`src/rtl/map_region_redraw.sv`:
```
// rtl/map_region_redraw.sv - windowed background redraw engine with optional sprite overlay hand-off
// Streams one ROM address per clock over a clamped window and replays it to the VGA port.
module map_region_redraw #(
  parameter int SCREEN_W    = 320,
  parameter int SCREEN_H    = 240,
  parameter int X_W         = 9,
  parameter int Y_W         = 8,
  parameter int COLOR_W     = 3,
  parameter int ROM_LATENCY = 1
) (
  input  logic               clock,
  input  logic               reset,
  input  logic               start,
  input  logic [X_W-1:0]     x0,
  input  logic [X_W-1:0]     x1,
  input  logic [Y_W-1:0]     y0,
  input  logic [Y_W-1:0]     y1,
  input  logic               char_en,
  input  logic               abort,
  output logic [X_W-1:0]     bg_x,
  output logic [Y_W-1:0]     bg_y,
  input  logic [COLOR_W-1:0] bg_color,
  output logic               char_draw,
  input  logic               char_done,
  input  logic               char_plot,
  input  logic [X_W-1:0]     char_x,
  input  logic [Y_W-1:0]     char_y,
  input  logic [COLOR_W-1:0] char_color,
  output logic               plot,
  output logic [X_W-1:0]     X,
  output logic [Y_W-1:0]     Y,
  output logic [COLOR_W-1:0] color,
  output logic               busy,
  output logic               done
);

  localparam logic [X_W-1:0] X_MAX      = X_W'(SCREEN_W - 1);
  localparam logic [Y_W-1:0] Y_MAX      = Y_W'(SCREEN_H - 1);
  localparam logic [1:0]     DRAIN_LAST = 2'(ROM_LATENCY - 1);

  typedef enum logic [2:0] {IDLE, SCAN, DRAIN, CHAR, DONE} state_t;

  state_t                   state_q, state_d;
  logic [X_W-1:0]           cx0_q, cx0_d, cx1_q, cx1_d;
  logic [Y_W-1:0]           cy0_q, cy0_d, cy1_q, cy1_d;
  logic                     char_en_q, char_en_d;
  logic [X_W-1:0]           ax_q, ax_d;
  logic [Y_W-1:0]           ay_q, ay_d;
  logic [1:0]               drain_q, drain_d;
  logic [ROM_LATENCY-1:0]   pv_q, pv_d;
  logic [X_W-1:0]           px_q [ROM_LATENCY];
  logic [X_W-1:0]           px_d [ROM_LATENCY];
  logic [Y_W-1:0]           py_q [ROM_LATENCY];
  logic [Y_W-1:0]           py_d [ROM_LATENCY];

  logic [X_W-1:0] cx0_c, cx1_c;
  logic [Y_W-1:0] cy0_c, cy1_c;
  logic           win_empty;

  assign cx0_c     = (x0 > X_MAX) ? X_MAX : x0;
  assign cx1_c     = (x1 > X_MAX) ? X_MAX : x1;
  assign cy0_c     = (y0 > Y_MAX) ? Y_MAX : y0;
  assign cy1_c     = (y1 > Y_MAX) ? Y_MAX : y1;
  assign win_empty = (cx0_c > cx1_c) || (cy0_c > cy1_c);

  always_comb begin
    state_d   = state_q;
    cx0_d     = cx0_q;
    cx1_d     = cx1_q;
    cy0_d     = cy0_q;
    cy1_d     = cy1_q;
    char_en_d = char_en_q;
    ax_d      = ax_q;
    ay_d      = ay_q;
    drain_d   = drain_q;

    // Delay line entry 0 takes the address presented this cycle; SCAN marks it valid.
    pv_d[0] = 1'b0;
    px_d[0] = ax_q;
    py_d[0] = ay_q;
    for (int i = 1; i < ROM_LATENCY; i++) begin
      pv_d[i] = pv_q[i-1];
      px_d[i] = px_q[i-1];
      py_d[i] = py_q[i-1];
    end

    case (state_q)
      IDLE: begin
        if (start) begin
          cx0_d     = cx0_c;
          cx1_d     = cx1_c;
          cy0_d     = cy0_c;
          cy1_d     = cy1_c;
          char_en_d = char_en;
          if (win_empty) begin
            state_d = char_en ? CHAR : DONE;
          end else begin
            state_d = SCAN;
            ax_d    = cx0_c;
            ay_d    = cy0_c;
          end
        end
      end
      SCAN: begin
        pv_d[0] = 1'b1;
        if (ax_q == cx1_q) begin
          if (ay_q == cy1_q) begin
            // Counter parks on the last address so it never runs past the window.
            state_d = DRAIN;
            drain_d = 2'd0;
          end else begin
            ax_d = cx0_q;
            ay_d = ay_q + 1'b1;
          end
        end else begin
          ax_d = ax_q + 1'b1;
        end
      end
      DRAIN: begin
        if (drain_q == DRAIN_LAST) begin
          state_d = char_en_q ? CHAR : DONE;
        end else begin
          drain_d = drain_q + 1'b1;
        end
      end
      CHAR: begin
        if (char_done) begin
          state_d = DONE;
        end
      end
      DONE: begin
        state_d = IDLE;
      end
      default: begin
        state_d = IDLE;
      end
    endcase

    if (abort) begin
      state_d = IDLE;
      ax_d    = '0;
      ay_d    = '0;
      pv_d    = '0;
    end
  end

  always_ff @(posedge clock) begin
    if (reset) begin
      state_q   <= IDLE;
      cx0_q     <= '0;
      cx1_q     <= '0;
      cy0_q     <= '0;
      cy1_q     <= '0;
      char_en_q <= 1'b0;
      ax_q      <= '0;
      ay_q      <= '0;
      drain_q   <= '0;
      pv_q      <= '0;
      for (int i = 0; i < ROM_LATENCY; i++) begin
        px_q[i] <= '0;
        py_q[i] <= '0;
      end
    end else begin
      state_q   <= state_d;
      cx0_q     <= cx0_d;
      cx1_q     <= cx1_d;
      cy0_q     <= cy0_d;
      cy1_q     <= cy1_d;
      char_en_q <= char_en_d;
      ax_q      <= ax_d;
      ay_q      <= ay_d;
      drain_q   <= drain_d;
      pv_q      <= pv_d;
      px_q      <= px_d;
      py_q      <= py_d;
    end
  end

  logic in_char;
  assign in_char = (state_q == CHAR);

  always_comb begin
    bg_x      = ax_q;
    bg_y      = ay_q;
    char_draw = in_char;
    busy      = (state_q == SCAN) || (state_q == DRAIN) || in_char;
    done      = (state_q == DONE);
    if (in_char) begin
      plot  = char_plot;
      X     = char_x;
      Y     = char_y;
      color = char_color;
    end else begin
      plot  = pv_q[ROM_LATENCY-1];
      X     = px_q[ROM_LATENCY-1];
      Y     = py_q[ROM_LATENCY-1];
      color = bg_color;
    end
  end

endmodule

```
`config.mk`:
```
export PLATFORM = sky130hd
export DESIGN_NAME = map_region_redraw
export DESIGN_NICKNAME = d
export VERILOG_FILES = /design/src/rtl/map_region_redraw.sv
export SDC_FILE = /design/constraint.sdc
export NUM_CORES = 1
export LEC_CHECK = 0
export CELL_PAD_IN_SITES_DETAIL_PLACEMENT = 1
export CELL_PAD_IN_SITES_GLOBAL_PLACEMENT = 1
export CORE_AREA = 2 2 147 77
export CTS_CLUSTER_SIZE = 12
export DETAILED_ROUTE_END_ITERATION = 10
export DIE_AREA = 0 0 149 79
export PLACE_DENSITY_LB_ADDON = 0.12
export SLEW_MARGIN = 20
export SYNTH_ARGS = -nofsm -noshare
export SYNTH_HDL_FRONTEND = slang
export SYNTH_SLANG_ARGS = --single-unit
export TNS_END_PERCENT = 20
```
`constraint.sdc`:
```
create_clock -name clock -period 7.7 [get_ports clock]
set_input_delay 1.155 -clock clock [delete_from_list [all_inputs] [get_ports clock]]
set_output_delay 1.155 -clock clock [all_outputs]
set_load 0.01 [all_outputs]
```
== Yosys cells after proc, flatten, opt, wreduce, memory -nomap -nowiden ==
Index checks and enable logic that the tools add are counted.
Cells by class
  eq/ne operators: 15
  reduce and logical (&&, ||, !) cells: 13
  mux-type cells: 32
  add/sub/neg operators: 3
  order comparisons: 6
Operator list (count)
  $mux 9: 7
  $mux 8: 7
  $mux 3: 9
  $gt 9x9->1 const B: 2
  $pmux 9 s2: 1
  $gt 8x8->1 const B: 2
  $ne 2x2->1 const B: 8
  $pmux 8 s2: 1
  $pmux 3 s4: 1
  $reduce_and 5->1: 2
  $add 9x1->9 const B: 1
  $eq 9x9->1: 1
  $gt 9x9->1: 1
  $add 8x1->8 const B: 1
  $eq 8x8->1: 1
  $gt 8x8->1: 1
  $reduce_and 4->1: 2
  $eq 3x2->1 const B: 2
  $mux 2: 3
  $pmux 2 s2: 1
  $reduce_bool 2->1: 2
  $eq 3x1->1 const B: 1
  $eq 3x3->1 const B: 1
  $logic_not 3->1: 1
  other kinds (7): 10
Word-level totals
  word-level logic and storage cells: 80
  output and inout bits: 41
  flip-flop bits (word level): 67

== Depth between registers and ports, before layout ==
  word-level depth: 7
  gate-level depth with buffers: 11
  depth with buffers taken out: 10

== Least setup slack after synthesis ==
OpenSTA, ideal clock, no wires.
  kind: input -> register
  start point: in y1[7]
  end point: reg ay_q[5] (netlist: bg_y[5])
  path buffers: 1
  slack: 4.297 ns
  cell stages on the path: 11
  data required time: 7.565 ns
  arrival: 3.269 ns
  cells stage by stage: inv_1 nor3_1 nor2_1 ha_1 and3_1 or3b_1 a22oi_2 a31oi_1 buf_2 o211ai_1 o41ai_2
Between the ends
  longest elaborated chain between the ends: 6
Ends and longest elaborated chain
  from (decl): RTL line 17  | input logic [Y_W-1:0] y1,
  $gt 8x8->1: RTL line 63  | assign cy1_c = (y1 > Y_MAX) ? Y_MAX : y1;
  $mux 8 *: RTL line 63
  $gt 8x8->1 *: RTL line 64  | assign win_empty = (cx0_c > cx1_c) || (cy0_c > cy1_c);
  $logic_or 1x1->1 *: RTL line 64
  $ne 2x2->1 (no line) *
  $reduce_and 5->1 (no line) *
  to (signal assigned): RTL line 171  | ay_q <= ay_d;
  to (decl): RTL line 48  | logic [Y_W-1:0] ay_q, ay_d;
Every way passes the cells marked *; elsewhere a longest branch is shown, timed or not.
A chain may end at the register's enable or synchronous reset.

== Worst setup path after layout ==
  start point: in y1[7]
  end point: reg ay_q[0] (netlist: bg_y[0])
Same word-level chain as after synthesis.

==> impl_metrics.json <==
{
  "synth_area_um2": 3990,
  "synth_compound_area_frac": 0.183,
  "synthCells": 482,
  "drv_cap": 0,
  "grt_usage": 0.235,
  "grt_max_degree": 49,
  "syn_nets": 566,
  "grt_pass1_wl_um": 21400,
  "setup_viol": 0,
  "fp.dieW_um": 149,
  "post_synth_num_cell_types": 49,
  "cts_tree": "yes",
  "finalMaxSlewViolations": 0,
  "rsz0062_at_grt": "no",
  "hold_slack_ps": 458,
  "die_h_um": 79,
  "drtIter0Drc": 280,
  "fin_skew_ps": 4.36,
  "ctsLongestPathBuffers": 2,
  "tns_ps": 0,
  "avgSynthCellArea_um2": 8.28,
  "area_growth_pct": 36.3,
  "period_minus_slack_ps": 4250,
  "hold_buffers": 0,
  "synthArstFlopShare": 0,
  "yosysTopAreaCellShare": 0.336,
  "synth.most_common_cell": "dfxtp_1",
  "insertion_delay_ps": 340,
  "max_freq_ghz": 0.235,
  "synthFlopType": "dfxtp_1",
  "io_pins": 105,
  "cts_resized": 0,
  "run_status": "complete, no violations",
  "cp.arrival_ps": 4510,
  "n_antenna_cell": 0,
  "vias": 3847,
  "rows": 27,
  "power.density_nw_per_um2": 212,
  "start_util": 0.376,
  "hold_viol": 0,
  "synth_simple_gate_area_frac": 0.215,
  "finalNetCount": 648,
  "synth_xor_area_frac": 0.0678,
  "routed_wl_um": 13700,
  "die_area_um2": 11800,
  "post_cts_buffers": 0,
  "cts_buffers": 9,
  "synth_area_leader_cell": "dfxtp_1",
  "cp.required_ps": 7960,
  "finalCritPeriodShare": 0.552,
  "leakagePower_uw": 0.00217,
  "muxShareOfSynthArea": 0.0850,
  "grt_pass1_vias": 3766,
  "clk_pin_slew_worst_paths_ps": 60,
  "end_kind": "register",
  "numClockSinks": 67,
  "cts_max_level": 3,
  "yosys-top-cells-area": "dfxtp_1 (34%), mux2_2 (6.5%), ha_1 (6.3%), nor2_1 (4.9%), xnor2_1 (4.6%)",
  "drcViolationCount": 0,
  "antenna_found_initial": 0,
  "path_max_fanout": 14,
  "synth_edf_count": 0,
  "dp_hpwl_um": 10400,
  "cp-start-kind": "primary input",
  "drive_above_1_share": 0.0967,
  "synth_common_cells": "dfxtp_1 (67), nor2_1 (52), nand2_1 (48)",
  "grt_overflow": 0,
  "wire_per_inst_um": 19.2,
  "yosys.area_share.adder": 0.0627,
  "ys_ff_latch": 67,
  "ir_worst_vdd_mv": 0.115,
  "globalplace.congestion": 0.893,
  "cts_root_buffer": "clkbuf_16",
  "portBuffers": 104,
  "hp-class": "reg -> reg",
  "drt-vias-per-instance": 5.39,
  "drtAntennaViolNets": 0,
  "dr.pass1.iters": 4,
  "slew_headroom": 0.415,
  "seq_area_frac_synth": 0.336,
  "synth_warnings": 0,
  "synth_top_family_by_area": "simple AND/OR/NAND/NOR gates",
  "tightest_slew_ps": 876,
  "critical_path_class": "in -> reg",
  "core-area_um2": 10600
}
==> cell families (layout without fill, tap and decap cells) <==
| kind of cell | after synthesis | after routing |
|---|---|---|
| xor gates and xnor gates | 30 | 30 |
| and+or+nand+nor | 180 | 180 |
| buffers and inverters | 50 | 137 |
| muxes | 31 | 31 |
| AOI/OAI and AO/OA | 104 | 104 |
| DFF | 67 | 67 |
| adders and majority gates | 20 | 20 |
==> critical path, cell delays in order <==
cell,delay (ps)
clkdlybuf4s50_1,520
inv_1,80
nor3_1,360
nor2_1,130
ha_1,310
and3_1,190
or3b_1,370
a22oi_2,390
a31oi_2,370
a2111o_1,460
a21oi_1,150
==> metal layers <==
layer,global-route usage,share of wire
met1,0.365,0.53
met5,0,0
met3,0.0615,0.082
met4,0.0400,0.0042
met2,0.322,0.38
==> layout by cell type, fill, tap and decap left out, types with 4 or more instances in the layout <==
cell	netlist	routed
clkdlybuf4s50_1	0	104
a211oi_1	13	13
mux2i_1	8	8
o31ai_1	7	7
nor3_1	8	8
nor2_1	52	51
and3_1	4	4
clkbuf_16	0	9
nor2b_1	22	22
ha_1	20	20
or2_2	4	4
o21ai_0	7	7
nand2b_1	5	5
o211ai_1	12	12
a31oi_1	6	5
mux2_2	23	23
xor2_1	8	8
a21oi_1	35	35
xnor2_1	21	21
inv_1	15	15
nand3_1	15	15
dfxtp_1	67	67
nand2_1	48	48
nand4_1	11	11
==> area by class of cell <==
cell class	instances	area, um2
multi-input combinational	365	2460
clock inverter	6	113
sequential	67	1340
inverter	15	56.3
clock buffer	10	229
tap	145	181
fill	1241	5170
timing repair buffer	106	1060
==> power by group <==
part,internal [uW],switching [uW],total [uW]
sequential,372,35.0,407
clock,318,161,479
combinational,122,145,268
total,812,342,1150
==> worst paths after layout <==
| check | start | end | slack, ps | cells after the start |
|---|---|---|---|---|
| hold reg to reg | cx0_q[7]$_SDFFE_PP0P_ | cx0_q[7]$_SDFFE_PP0P_ | 460 | 2 |
| hold / removal | cx0_q[7]$_SDFFE_PP0P_ | cx0_q[7]$_SDFFE_PP0P_ | 460 | 2 |
| setup reg to reg | state_q[0]$_SDFFE_PP0P_ | bg_x[2]$_SDFFE_PP0P_ | 5150 | 4 |
| setup / recovery | y1[7] | bg_y[0]$_SDFFE_PP0P_ | 3450 | 11 |
==> state kept, by name, summed over array words and instances, names as in the netlist <==
register	count
px_q	9
pv_q	1
cx1_q	9
py_q	8
drain_q	2
cy1_q	8
state_q	3
bg_y	8
cx0_q	9
char_en_q	1
bg_x	9
==> through the flow <==
step                area (um2)  instances  utilization  power, uW  worst slack (ps)
floorplan                 3990        482            -        564              4300
global route              5440        714        0.513       1200              3270
detailed placement        5090        698        0.479        677              2990
global placement          5090        698        0.479        668              3120
finish                    5440        714        0.513       1150              3450
CTS                       5430        714        0.512       1160              3330
No activity file was read; power rests on OpenSTA's default activity.
